<file path="config.mk">
export PLATFORM = sky130hd
export DESIGN_NAME = fifo_read_ctrl
export DESIGN_NICKNAME = d
export VERILOG_FILES = /design/src/rtl/fifo_read_ctrl.sv
export SDC_FILE = /design/constraint.sdc
export NUM_CORES = 1
export LEC_CHECK = 0
export ABC_AREA = 1
export CAP_MARGIN = 20
export CORE_MARGIN = 2
export CORE_UTILIZATION = 50
export DETAILED_ROUTE_END_ITERATION = 8
export PLACE_DENSITY = 0.77
export SLEW_MARGIN = 20
export SYNTH_ARGS = -nofsm -noshare
export SYNTH_HDL_FRONTEND = slang
export SYNTH_SLANG_ARGS = --single-unit
</file>
<file path="constraint.sdc">
create_clock -name clk -period 2.5 [get_ports clk]
set_clock_uncertainty 0.05 [all_clocks]
set_input_delay 0.5 -clock clk [delete_from_list [all_inputs] [get_ports clk]]
set_output_delay 0.5 -clock clk [all_outputs]
set_load 0.02 [all_outputs]
</file>
<file path="src/rtl/fifo_read_ctrl.sv">
// ---------------------------------------------------------------------------
// fifo_read_ctrl
//
// Read-side controller for a synchronous FIFO with one cycle of read latency.
// It pops words from the FIFO and presents them downstream on a valid/ready
// stream through a two-entry output buffer. It never reads an empty FIFO and
// it counts the words it captures. A FIFO underflow is latched as a sticky
// error.
//
// Ports
//   clk              : clock; all state updates on the rising edge
//   rst_n            : asynchronous active-low reset
//   drain_en         : level; 1 = controller may pop the FIFO
//   fifo_empty       : FIFO empty flag
//   fifo_almostempty : FIFO almost-empty flag (only one word left)
//   fifo_underflow   : FIFO underflow flag (registered inside the FIFO)
//   fifo_data_out    : FIFO read data, valid the cycle after fifo_rd_en
//   fifo_rd_en       : FIFO read strobe (combinational)
//   m_data           : head word of the output buffer
//   m_valid          : output buffer is non-empty
//   m_ready          : downstream accepts m_data this cycle
//   busy             : a read is in flight or the buffer is non-empty
//   rd_count         : words captured since reset (wraps)
//   underflow_err    : sticky FIFO underflow indication
// ---------------------------------------------------------------------------
module fifo_read_ctrl #(
    parameter int FIFO_WIDTH = 16,
    parameter int CNT_WIDTH  = 16
) (
    input  logic                  clk,
    input  logic                  rst_n,
    input  logic                  drain_en,
    input  logic                  fifo_empty,
    input  logic                  fifo_almostempty,
    input  logic                  fifo_underflow,
    input  logic [FIFO_WIDTH-1:0] fifo_data_out,
    output logic                  fifo_rd_en,
    output logic [FIFO_WIDTH-1:0] m_data,
    output logic                  m_valid,
    input  logic                  m_ready,
    output logic                  busy,
    output logic [CNT_WIDTH-1:0]  rd_count,
    output logic                  underflow_err
);

    typedef enum logic [1:0] {
        ST_IDLE = 2'd0,
        ST_RUN  = 2'd1,
        ST_STOP = 2'd2
    } state_t;

    state_t                r_state;
    logic [1:0]            r_occ;        // buffer occupancy, 0..2
    logic                  r_inflight;   // a FIFO read was issued last cycle
    logic [FIFO_WIDTH-1:0] r_buf_head;   // entry presented on m_data
    logic [FIFO_WIDTH-1:0] r_buf_tail;   // second entry, valid when r_occ == 2
    logic [CNT_WIDTH-1:0]  r_rd_count;
    logic                  r_underflow_err;

    logic                  w_pop;
    logic [1:0]            w_level;
    logic                  w_rd_en;
    logic                  w_unused_almostempty;

    // The read equation already keeps reads ordered against the last word in
    // the FIFO, so the almost-empty flag carries no extra information here.
    assign w_unused_almostempty = fifo_almostempty;

    assign w_pop   = m_valid && m_ready;

    // Words already committed to the buffer: stored plus the one in flight.
    // Occupancy never exceeds 2 and inflight is 1 bit, so 2 bits suffice.
    assign w_level = r_occ + {1'b0, r_inflight};

    // A new read is allowed when the committed level leaves room, or when the
    // buffer is exactly committed-full but a word leaves this cycle. This is
    // what gives one word per clock with m_ready held high and keeps the
    // buffer from ever overflowing.
    assign w_rd_en = rst_n
                  && (r_state == ST_RUN)
                  && !fifo_empty
                  && ((w_level < 2'd2) || ((w_level == 2'd2) && w_pop));

    assign fifo_rd_en    = w_rd_en;
    assign m_data        = r_buf_head;
    assign m_valid       = (r_occ != 2'd0);
    assign busy          = r_inflight || (r_occ != 2'd0);
    assign rd_count      = r_rd_count;
    assign underflow_err = r_underflow_err;

    // -----------------------------------------------------------------------
    // Control FSM
    // -----------------------------------------------------------------------
    // NOTE: every sequential block uses non-blocking assignments so all
    // registers sample the pre-edge values regardless of block ordering.
    always_ff @(posedge clk or negedge rst_n) begin
        if (!rst_n) begin
            r_state <= ST_IDLE;
        end else begin
            case (r_state)
                ST_IDLE: begin
                    if (drain_en) begin
                        r_state <= ST_RUN;
                    end
                end
                ST_RUN: begin
                    // A read issued on the final RUN cycle is still captured
                    // by the datapath; STOP only covers the word already in
                    // flight when drain_en drops.
                    if (!drain_en) begin
                        r_state <= r_inflight ? ST_STOP : ST_IDLE;
                    end
                end
                ST_STOP: begin
                    // The in-flight word is captured on this edge, so leaving
                    // now (even back to RUN) never precedes the capture.
                    r_state <= drain_en ? ST_RUN : ST_IDLE;
                end
                default: begin
                    r_state <= ST_IDLE;
                end
            endcase
        end
    end

    // -----------------------------------------------------------------------
    // Datapath: in-flight tracking, two-entry buffer, counters
    // -----------------------------------------------------------------------
    // NOTE: the buffer entries are reset because m_data must read 0 out of
    // reset; with only two entries this is a plain register pair, not a RAM.
    always_ff @(posedge clk or negedge rst_n) begin
        if (!rst_n) begin
            r_inflight      <= 1'b0;
            r_occ           <= 2'd0;
            r_buf_head      <= '0;
            r_buf_tail      <= '0;
            r_rd_count      <= '0;
            r_underflow_err <= 1'b0;
        end else begin
            r_inflight <= w_rd_en;

            if (r_inflight) begin
                r_rd_count <= r_rd_count + 1'b1;
            end

            if (fifo_underflow) begin
                r_underflow_err <= 1'b1;
            end

            case ({r_inflight, w_pop})
                2'b10: begin
                    // Capture only: append behind whatever is stored.
                    if (r_occ == 2'd0) begin
                        r_buf_head <= fifo_data_out;
                        r_occ      <= 2'd1;
                    end else if (r_occ == 2'd1) begin
                        r_buf_tail <= fifo_data_out;
                        r_occ      <= 2'd2;
                    end
                end
                2'b01: begin
                    // Pop only: the tail (if any) moves up to the head.
                    r_buf_head <= r_buf_tail;
                    r_occ      <= r_occ - 2'd1;
                end
                2'b11: begin
                    // Capture and pop together: occupancy is unchanged.
                    if (r_occ == 2'd1) begin
                        r_buf_head <= fifo_data_out;
                    end else begin
                        r_buf_head <= r_buf_tail;
                        r_buf_tail <= fifo_data_out;
                    end
                end
                default: begin
                end
            endcase
        end
    end

endmodule

</file>
# After elaboration in Yosys (flattened, before gate mapping)
# Cells that the tools add are included.
[totals] elab_cells=56 input_bits=23 out_inout_bits=36 register_bits=54
[op_classes] reduce_logical=18 add_sub_neg=3 order_cmp=1 eq_ne=13 n_mux=14
[ops] op="$mux W16" count=4
[ops] op="$pmux W16 S3" count=1
[ops] op="$pmux W16 S2" count=1
[ops] op="$add A16 B1 Y16 const B" count=1
[ops] op="$mux W2" count=5
[ops] op="$ne A2 B2 Y1 const B" count=5
[ops] op="$eq A2 B2 Y1 const B" count=4
[ops] op="$eq A2 B1 Y1 const B" count=3
[ops] op="$pmux W2 S3" count=1
[ops] op="$reduce_and A2 Y1" count=3
[ops] op="$reduce_bool A2 Y1" count=3
[ops] op="$logic_and A1 B1 Y1" count=5
[ops] op="$logic_not A2 Y1" count=2
[ops] op="$pmux W2 S2" count=1
[ops] op="$ne A3 B3 Y1 const B" count=1
[ops] op="$reduce_and A3 Y1" count=1
[ops] op="$reduce_bool A3 Y1" count=1
[ops] op="$add A2 B1 Y2" count=1
[ops] op="$logic_or A1 B1 Y1" count=2
[ops] op="$lt A2 B2 Y1 const B" count=1
[ops] op="$sub A2 B1 Y2 const B" count=1
[ops] op="$logic_not A1 Y1" count=1
[ops] op="$mux W1" count=1

# Logic depth before layout (Yosys ltp)
# Gate-level depths: netlist of the first run.
[depth] word_depth=5 mapped_depth=10 depth_no_buf=9

# Worst setup path before layout of the first run
# Ideal clock, no wire load.
[synth_timing] path_kind="reg-to-output" start="register r_occ[0]" end="output fifo_rd_en" t_arrival_ns=1.567 path_stages_with_launch=8 n_path_buf=1 path_slack_ns=0.383 t_required_ns=1.950 cell_sequence="dfrtp_1 inv_1 ha_1 inv_2 nand2_4 buf_4 nor2_1 o211a_1"
[synth_via] elab_chain_len=5 elab_cells_between_ends=8 classes_between="add/sub: 1; order compare: 1; eq/ne: 1; reduce/logical: 5"
[synth_lines] item="start, declared" line="53" text="logic [1:0] r_occ;"
[synth_lines] item="start signal, assigned" line="164" text="r_occ <= r_occ - 2'd1;"
[synth_lines] item="$reduce_bool A2 Y1" line="86" text="assign m_valid = (r_occ != 2'd0);"
[synth_lines] item="named net m_valid" line="39" text="output logic m_valid,"
[synth_lines] item="$logic_and A1 B1 Y1" line="69" text="assign w_pop = m_valid && m_ready;"
[synth_lines] item="$logic_and A1 B1 Y1" line="82" text="&& ((w_level < 2'd2) || ((w_level == 2'd2) && w_pop));"
[synth_lines] item="$logic_or A1 B1 Y1" line="82"
[synth_lines] item="$logic_and A1 B1 Y1" line="82"
[synth_lines] item="end, declared" line="37" text="output logic fifo_rd_en,"
# The timed path passes the listed nets, and every way through them passes these cells.

# Worst setup path in the final report of the first run
[layout_timing] start="register r_occ[0]" end="output fifo_rd_en"
[layout_via] elab_chain_len=5 elab_cells_between_ends=8 classes_between="add/sub: 1; order compare: 1; eq/ne: 1; reduce/logical: 5"
[layout_lines] item="$add A2 B1 Y2 or $reduce_bool A2 Y1 (tied branches)" line="73, 86"
[layout_lines] item="$eq A2 B2 Y1 or $logic_and A1 B1 Y1 (tied branches)" line="82, 69"
[layout_lines] item="$logic_and A1 B1 Y1" line="82"
[layout_lines] item="$logic_or A1 B1 Y1 *" line="82"
[layout_lines] item="$logic_and A1 B1 Y1 *" line="82"
# Mark *: on every way between the ends. The rest lies on a longest branch, timed or not.

==> impl_metrics.toml, run 1 <==
[place]
hpwlAfterDp_um = 4910
numPlacedInstances = 527
gpl_wtd_cong = 0.797
io_buffers = 57
detailedPlace.worstSlack_ps = -8.04

[routing]
routed_wirelength_um = 7000
drc_markers = 0
postRouteAntennaNets = 0
wl_per_cell_um = 13.0
vias = 2794
detailedRoute.firstIterationViolations = 187
first_pass_iters = 4
avgViaCountPerCell = 5.20

[power]
report.power.total_mw = 3.81
leakage_nw = 1.79
power-per-cell-area_nw_per_um2 = 1010
vdd.ir_drop.worst_v = 0.000602

[yosys]
synth_top_area_frac = 0.445
syn_area_per_cell_um2 = 7.59
syn-instance-count = 400
syn-cell-area_um2 = 3040
ys_warn_count = 0
synth.largest_area_cell = "sky130_fd_sc_hd__dfrtp_1"
ys_seq_elements = 54
synth_cell_types = 28
async_reset_ff_frac = 1.00
synth.top_cells.by_area = "sky130_fd_sc_hd__dfrtp_1 44%, sky130_fd_sc_hd__nand2_1 14%, sky130_fd_sc_hd__nor2_1 7.5%"
ys.flop_type = "sky130_fd_sc_hd__dfrtp_1"
seq_area_frac_synth = 0.445
synth_net_count = 429
synth-edff-count = 0

[worst_setup_path]
crit_family = "buffers and inverters"
cp.buffers_inverters = 3
critPathMaxFanout = 5
end_kind = "primary output"
rr_worst_depth = 8
path_depth = 7
reg2reg_setup_slack_ps = 630
timing.critical_path.from = "r_occ[0]$_DFFE_PN0P_"
r2r_start = "r_occ[0]$_DFFE_PN0P_"
critical-path-max-stage-delay_ps = 420
critPathKind = "flop to primary output"
critPathSlowestCell = "sky130_fd_sc_hd__dfrtp_1"
reg2reg_to = "m_data[3]$_DFFE_PN0P_"
critPathRequiredTime_ps = 1950
setup.worst_path.start_class = "flop"
crit_end = "fifo_rd_en"
cp.arrival_ps = 1820
cp_cell_instances = "inv_1 -> ha_1 -> inv_2 -> nand2_4 -> nor2_1 -> o211a_1 -> dlygate4sd2_1"

[clocking]
worst_setup_hold_path_clk_slew_ps = 100
cts_tree = "built"
clock_sinks = 54
insertion_delay_ps = 310
cts_made_buffers = 5
cts.htree.levels = 2
ctsLongestPathBuffers = 2
ctsRootBufferMaster = "sky130_fd_sc_hd__clkbuf_8"

[sta]
timing.final.crit_share = 0.947
finalSetupViolCount = 0
min_period_ps = 2370
clock.fmax_ghz = 0.422
final_report_hold_violation_count = 0
slew_headroom = 0.537
worst_setup_slack_final_ps = 132
worst_pin_slew_ps = 695
final_number_of_max_transition_violations = 0

[die]
core_box_area_um2 = 5890
floorplan.die.width_um = 81.9
initial_core_util = 0.516
chipHeight_um = 81.9
fp.dieArea_um2 = 6710
core.rowCount = 28
design.portCount = 59

[layout]
flow.area_growth_from_synthesis_pct = 24.5
mostFrequentLayoutCells = "112 x sky130_fd_sc_hd__nand2_1, 61 x sky130_fd_sc_hd__nor2_1, 54 x sky130_fd_sc_hd__clkdlybuf4s50_1, 54 x sky130_fd_sc_hd__dfrtp_1, 35 x sky130_fd_sc_hd__inv_1"
stdcell_count = 537
num_antenna_cells = 0
multi_input_area_um2 = 1450
register_area_um2 = 1350
mostFrequentLayoutCell = "sky130_fd_sc_hd__nand2_1"
num-nets-final = 490
postLayoutCoreUtil = 0.642
layout_fillers = 512
layout-drive-gt1-share = 0.0758

[grt]
initial_antenna_violation_count = 0
grt_max_degree = 55
globalRoute.totalOverflow = 0
first_global_vias = 2588
grt_first_pass_wirelength_um = 11600
grt.total_usage = 0.224

[status]
run_status = "completed"

[hold_path]
timing.hold.worst.class = "input pin to async pin"

[flow_run]
max_cap_violations = 0
kinds of logic (layout without fill, tap and decap cells):
family	after synthesis	after routing	synth area share
buffers and inverters	54	116	0.0787
flip-flops	54	54	0.445
adder cells (fa/ha/maj)	6	6	0.0247
XOR/XNOR	12	12	0.0346
AND/OR/NAND/NOR	210	210	0.298
AO/OA/AOI/OAI	64	64	0.119
how the worst min path moves through the flow:
stage	from	to	slack, ps	cells past startpoint
CTS	rst_n	m_data[12]$_DFFE_PN0P_	390	2
global route	rst_n	m_data[12]$_DFFE_PN0P_	420	2
finish	rst_n	m_data[12]$_DFFE_PN0P_	340	2
global placement	r_state[0]$_DFFE_PN0P_	r_state[0]$_DFFE_PN0P_	400	1
floorplan	rst_n	m_data[0]$_DFFE_PN0P_	150	0
detailed placement	r_state[0]$_DFFE_PN0P_	r_state[0]$_DFFE_PN0P_	410	1
registers in the layout (all words and copies together) (netlist names):
| register | count |
|---|---|
| r_state | 2 |
| underflow_err | 1 |
| r_buf_tail | 16 |
| r_inflight | 1 |
| m_data | 16 |
| r_occ | 2 |
| rd_count | 16 |
metrics by stage:
stage | hold slack, ps | area, um2 | setup TNS, ps
after floorplan | 154 | 3040 | 0
after global placement | 395 | 3680 | 0
after detailed placement | 405 | 3680 | -8.04
after CTS | 388 | 3760 | 0
after global routing | 424 | 3780 | -4.16
final | 340 | 3780 | 0
layout make-up:
| class | instances | share of cell area |
|---|---|---|
| timing repair buffer | 69 | 0.174 |
| inverter | 39 | 0.0387 |
| sequential | 54 | 0.357 |
| clock inverter | 2 | 0.00364 |
| clock buffer | 6 | 0.0192 |
| multi-input combinational | 292 | 0.383 |
| tap | 75 | 0.0248 |
what timing repair did:
item,CTS,global route
cloned,0,0
gates resized for setup,1,1
buffers inserted,0,2
hold endpoints to repair,0,0
hold buffers,0,0
endpoints found under the setup margin,1,2
synthesized netlist by cell type, types with 4 or more instances:
cell type                  number
sky130_fd_sc_hd__o211ai_1       9
sky130_fd_sc_hd__o21ai_0       28
sky130_fd_sc_hd__o21ai_1       19
sky130_fd_sc_hd__xnor2_1        4
sky130_fd_sc_hd__o22ai_1        5
sky130_fd_sc_hd__buf_2         11
sky130_fd_sc_hd__inv_1         35
sky130_fd_sc_hd__nor2_1        61
sky130_fd_sc_hd__dfrtp_1       54
sky130_fd_sc_hd__ha_1           6
sky130_fd_sc_hd__nor3_1         4
sky130_fd_sc_hd__nand3_1       14
sky130_fd_sc_hd__xor2_1         8
sky130_fd_sc_hd__nand4_1        8
sky130_fd_sc_hd__inv_2          4
sky130_fd_sc_hd__nand2_1      112
worst reg2reg max path: stages, from the launching register on:
cell                      delay [ps]
sky130_fd_sc_hd__dfrtp_1         430
sky130_fd_sc_hd__buf_4           150
sky130_fd_sc_hd__ha_1            320
sky130_fd_sc_hd__buf_4           230
sky130_fd_sc_hd__o21ai_0         270
sky130_fd_sc_hd__nand2_1          80
sky130_fd_sc_hd__o21ai_0          80
sky130_fd_sc_hd__nor2_1           60
sky130_fd_sc_hd__nor2_1          110
metal layers:
layer	part of all wire	routed length [um]	global-route usage
met1	0.44	3080	0.289
met2	0.49	3440	0.381
met3	0.054	377	0.0341
met4	0.015	102	0.0817
met5	0	0	0
report_power, final:
group	leakage, nW	internal, mW	switching [mW]
logic	1.07	0.808	1.13
clock network	0.0452	0.199	0.297
registers	0.675	1.18	0.202
Note: power is estimated with default switching activity, not from simulation.
==> inputs of run 2 (changes only) <==
CORE_MARGIN = 3   (was 2)
CTS_BUF_LIST = sky130_fd_sc_hd__clkbuf_8 sky130_fd_sc_hd__clkbuf_16   (was unset)
==> run 2 against run 1 <==
Design area is 0.36% lower. Utilization is 2.1 points higher. Via count is 0.68% lower. Register-to-register slack hardly changed.
==> impl_metrics.toml, run 2 (same netlist as run 1, synthesis figures left out) <==
[status]
run_status = "completed"

[grt]
initial_antenna_violation_count = 0
grt.total_usage = 0.214
first_global_vias = 2700
grt_max_degree = 55
globalRoute.totalOverflow = 0
grt_first_pass_wirelength_um = 12400

[die]
floorplan.die.width_um = 83.9
chipHeight_um = 83.9
initial_core_util = 0.535
core.rowCount = 27
fp.dieArea_um2 = 7040
design.portCount = 59
core_box_area_um2 = 5680

[worst_setup_path]
cp.arrival_ps = 1810
reg2reg_to = "m_data[8]$_DFFE_PN0P_"
rr_worst_depth = 8
r2r_start = "r_occ[0]$_DFFE_PN0P_"
critPathMaxFanout = 5
reg2reg_setup_slack_ps = 620
critPathRequiredTime_ps = 1950
setup.worst_path.start_class = "flop"
critPathKind = "flop to primary output"
end_kind = "primary output"

[routing]
drc_markers = 0
routed_wirelength_um = 7110
detailedRoute.firstIterationViolations = 171
first_pass_iters = 4
vias = 2775
avgViaCountPerCell = 5.22
postRouteAntennaNets = 0
wl_per_cell_um = 13.4

[power]
power_switching_share = 0.423
power.combinational.fraction = 0.503
power.sequential.fraction = 0.365
leakage_nw = 1.79
internal-power_mw = 2.19
vdd.ir_drop.worst_v = 0.000615
p_sw_mw = 1.61
power_frac_clock = 0.133
power-per-cell-area_nw_per_um2 = 1010
report.power.total_mw = 3.80

[sta]
finalSetupViolCount = 0
timing.setup.tns_ps = 0
final_number_of_max_transition_violations = 0
grt_setup_unrepaired = "false"
timing.final.crit_share = 0.945
clock.fmax_ghz = 0.423
slew_headroom = 0.537
worst_pin_slew_ps = 695
min_period_ps = 2360
final_report_hold_violation_count = 0

[clocking]
cts_tree = "built"
insertion_delay_ps = 310
cts_hold_buffers = 0
cts.htree.levels = 2
post-cts-setup-buffer-count = 0
ctsRootBufferMaster = "sky130_fd_sc_hd__clkbuf_8"
worst_setup_hold_path_clk_slew_ps = 100
cts_made_buffers = 5
post_cts_resized = 1
clock_sinks = 54
ctsLongestPathBuffers = 2

[place]
hpwlAfterDp_um = 5040
gpl_wtd_cong = 0.837
io_buffers = 57

[hold_path]
timing.hold.worst.class = "input pin to async pin"

[layout]
layout_fillers = 494
num-nets-final = 488
mostFrequentLayoutCells = "112 x sky130_fd_sc_hd__nand2_1, 61 x sky130_fd_sc_hd__nor2_1, 54 x sky130_fd_sc_hd__clkdlybuf4s50_1, 54 x sky130_fd_sc_hd__dfrtp_1, 36 x sky130_fd_sc_hd__inv_1"
layout-drive-gt1-share = 0.0717
flow.area_growth_from_synthesis_pct = 24.1
mostFrequentLayoutCell = "sky130_fd_sc_hd__nand2_1"
num_antenna_cells = 0

[flow_run]
max_cap_violations = 0
run 2: cell count changes in the layout (fill, tap and decap cells not counted), sizes merged:
cell	delta
buf	-2
inv	+1
clkinv	-1
run 2: worst max-delay path, cell delays in order (launching register included):
cell                            delay, ps
sky130_fd_sc_hd__dfrtp_1              430
sky130_fd_sc_hd__inv_1                100
sky130_fd_sc_hd__ha_1                 230
sky130_fd_sc_hd__inv_2                100
sky130_fd_sc_hd__nand2_4               50
sky130_fd_sc_hd__nor2_1                80
sky130_fd_sc_hd__o211a_1              180
sky130_fd_sc_hd__dlygate4sd2_1        330
run 2: power groups by stage:
stage	clock network (mW)	registers [mW]	logic [mW]
2_1_floorplan	0	1.57	1.04
3_3_place_gp	0	1.39	1.86
3_5_place_dp	0	1.40	1.93
4_1_cts	0.512	1.38	1.93
5_1_grt	0.554	1.43	2.13
6_report	0.503	1.39	1.91
run 2: worst max path at each step:
stage	from	end	depth (start not counted)
final	r_occ[0]$_DFFE_PN0P_	fifo_rd_en	7
after floorplan	r_occ[0]$_DFFE_PN0P_	fifo_rd_en	7
after CTS	r_occ[0]$_DFFE_PN0P_	busy	5
after detailed placement	m_ready	fifo_rd_en	5
after global routing	r_occ[1]$_DFFE_PN0P_	fifo_rd_en	7
after global placement	m_ready	fifo_rd_en	5
run 2: layer usage:
metal / global-route usage / routed length [um] / vias up
met2: 0.372 / 3440 / 76
met4: 0.0687 / 100 / 0
met3: 0.0346 / 316 / 9
met5: 0 / 0 / -
li1: - / - / 1397
met1: 0.273 / 3250 / 1293
run 2: cell type report:
| type | count | area, um2 | share of cell area |
|---|---|---|---|
| multi-input cells | 292 | 1450 | 0.384 |
| flip-flops and latches | 54 | 1350 | 0.359 |
| repair buffers | 67 | 642 | 0.170 |
| inverters | 39 | 146 | 0.0389 |
| well taps | 72 | 90.1 | 0.0239 |
| clock buffers | 6 | 82.6 | 0.0219 |
| clock inverters | 2 | 8.76 | 0.00232 |
run 2: through the flow:
stage / setup slack [ps] / hold slack (ps) / utilization / cells / area (um2)
finish: 137 / 334 / 0.664 / 532 / 3770
global route: 28.6 / 405 / 0.664 / 532 / 3770
CTS: 43.7 / 386 / 0.663 / 532 / 3760
detailed placement: 2.40 / 396 / 0.647 / 524 / 3670
global placement: 17.3 / 395 / 0.647 / 524 / 3670
floorplan: 383 / 154 / - / 400 / 3040
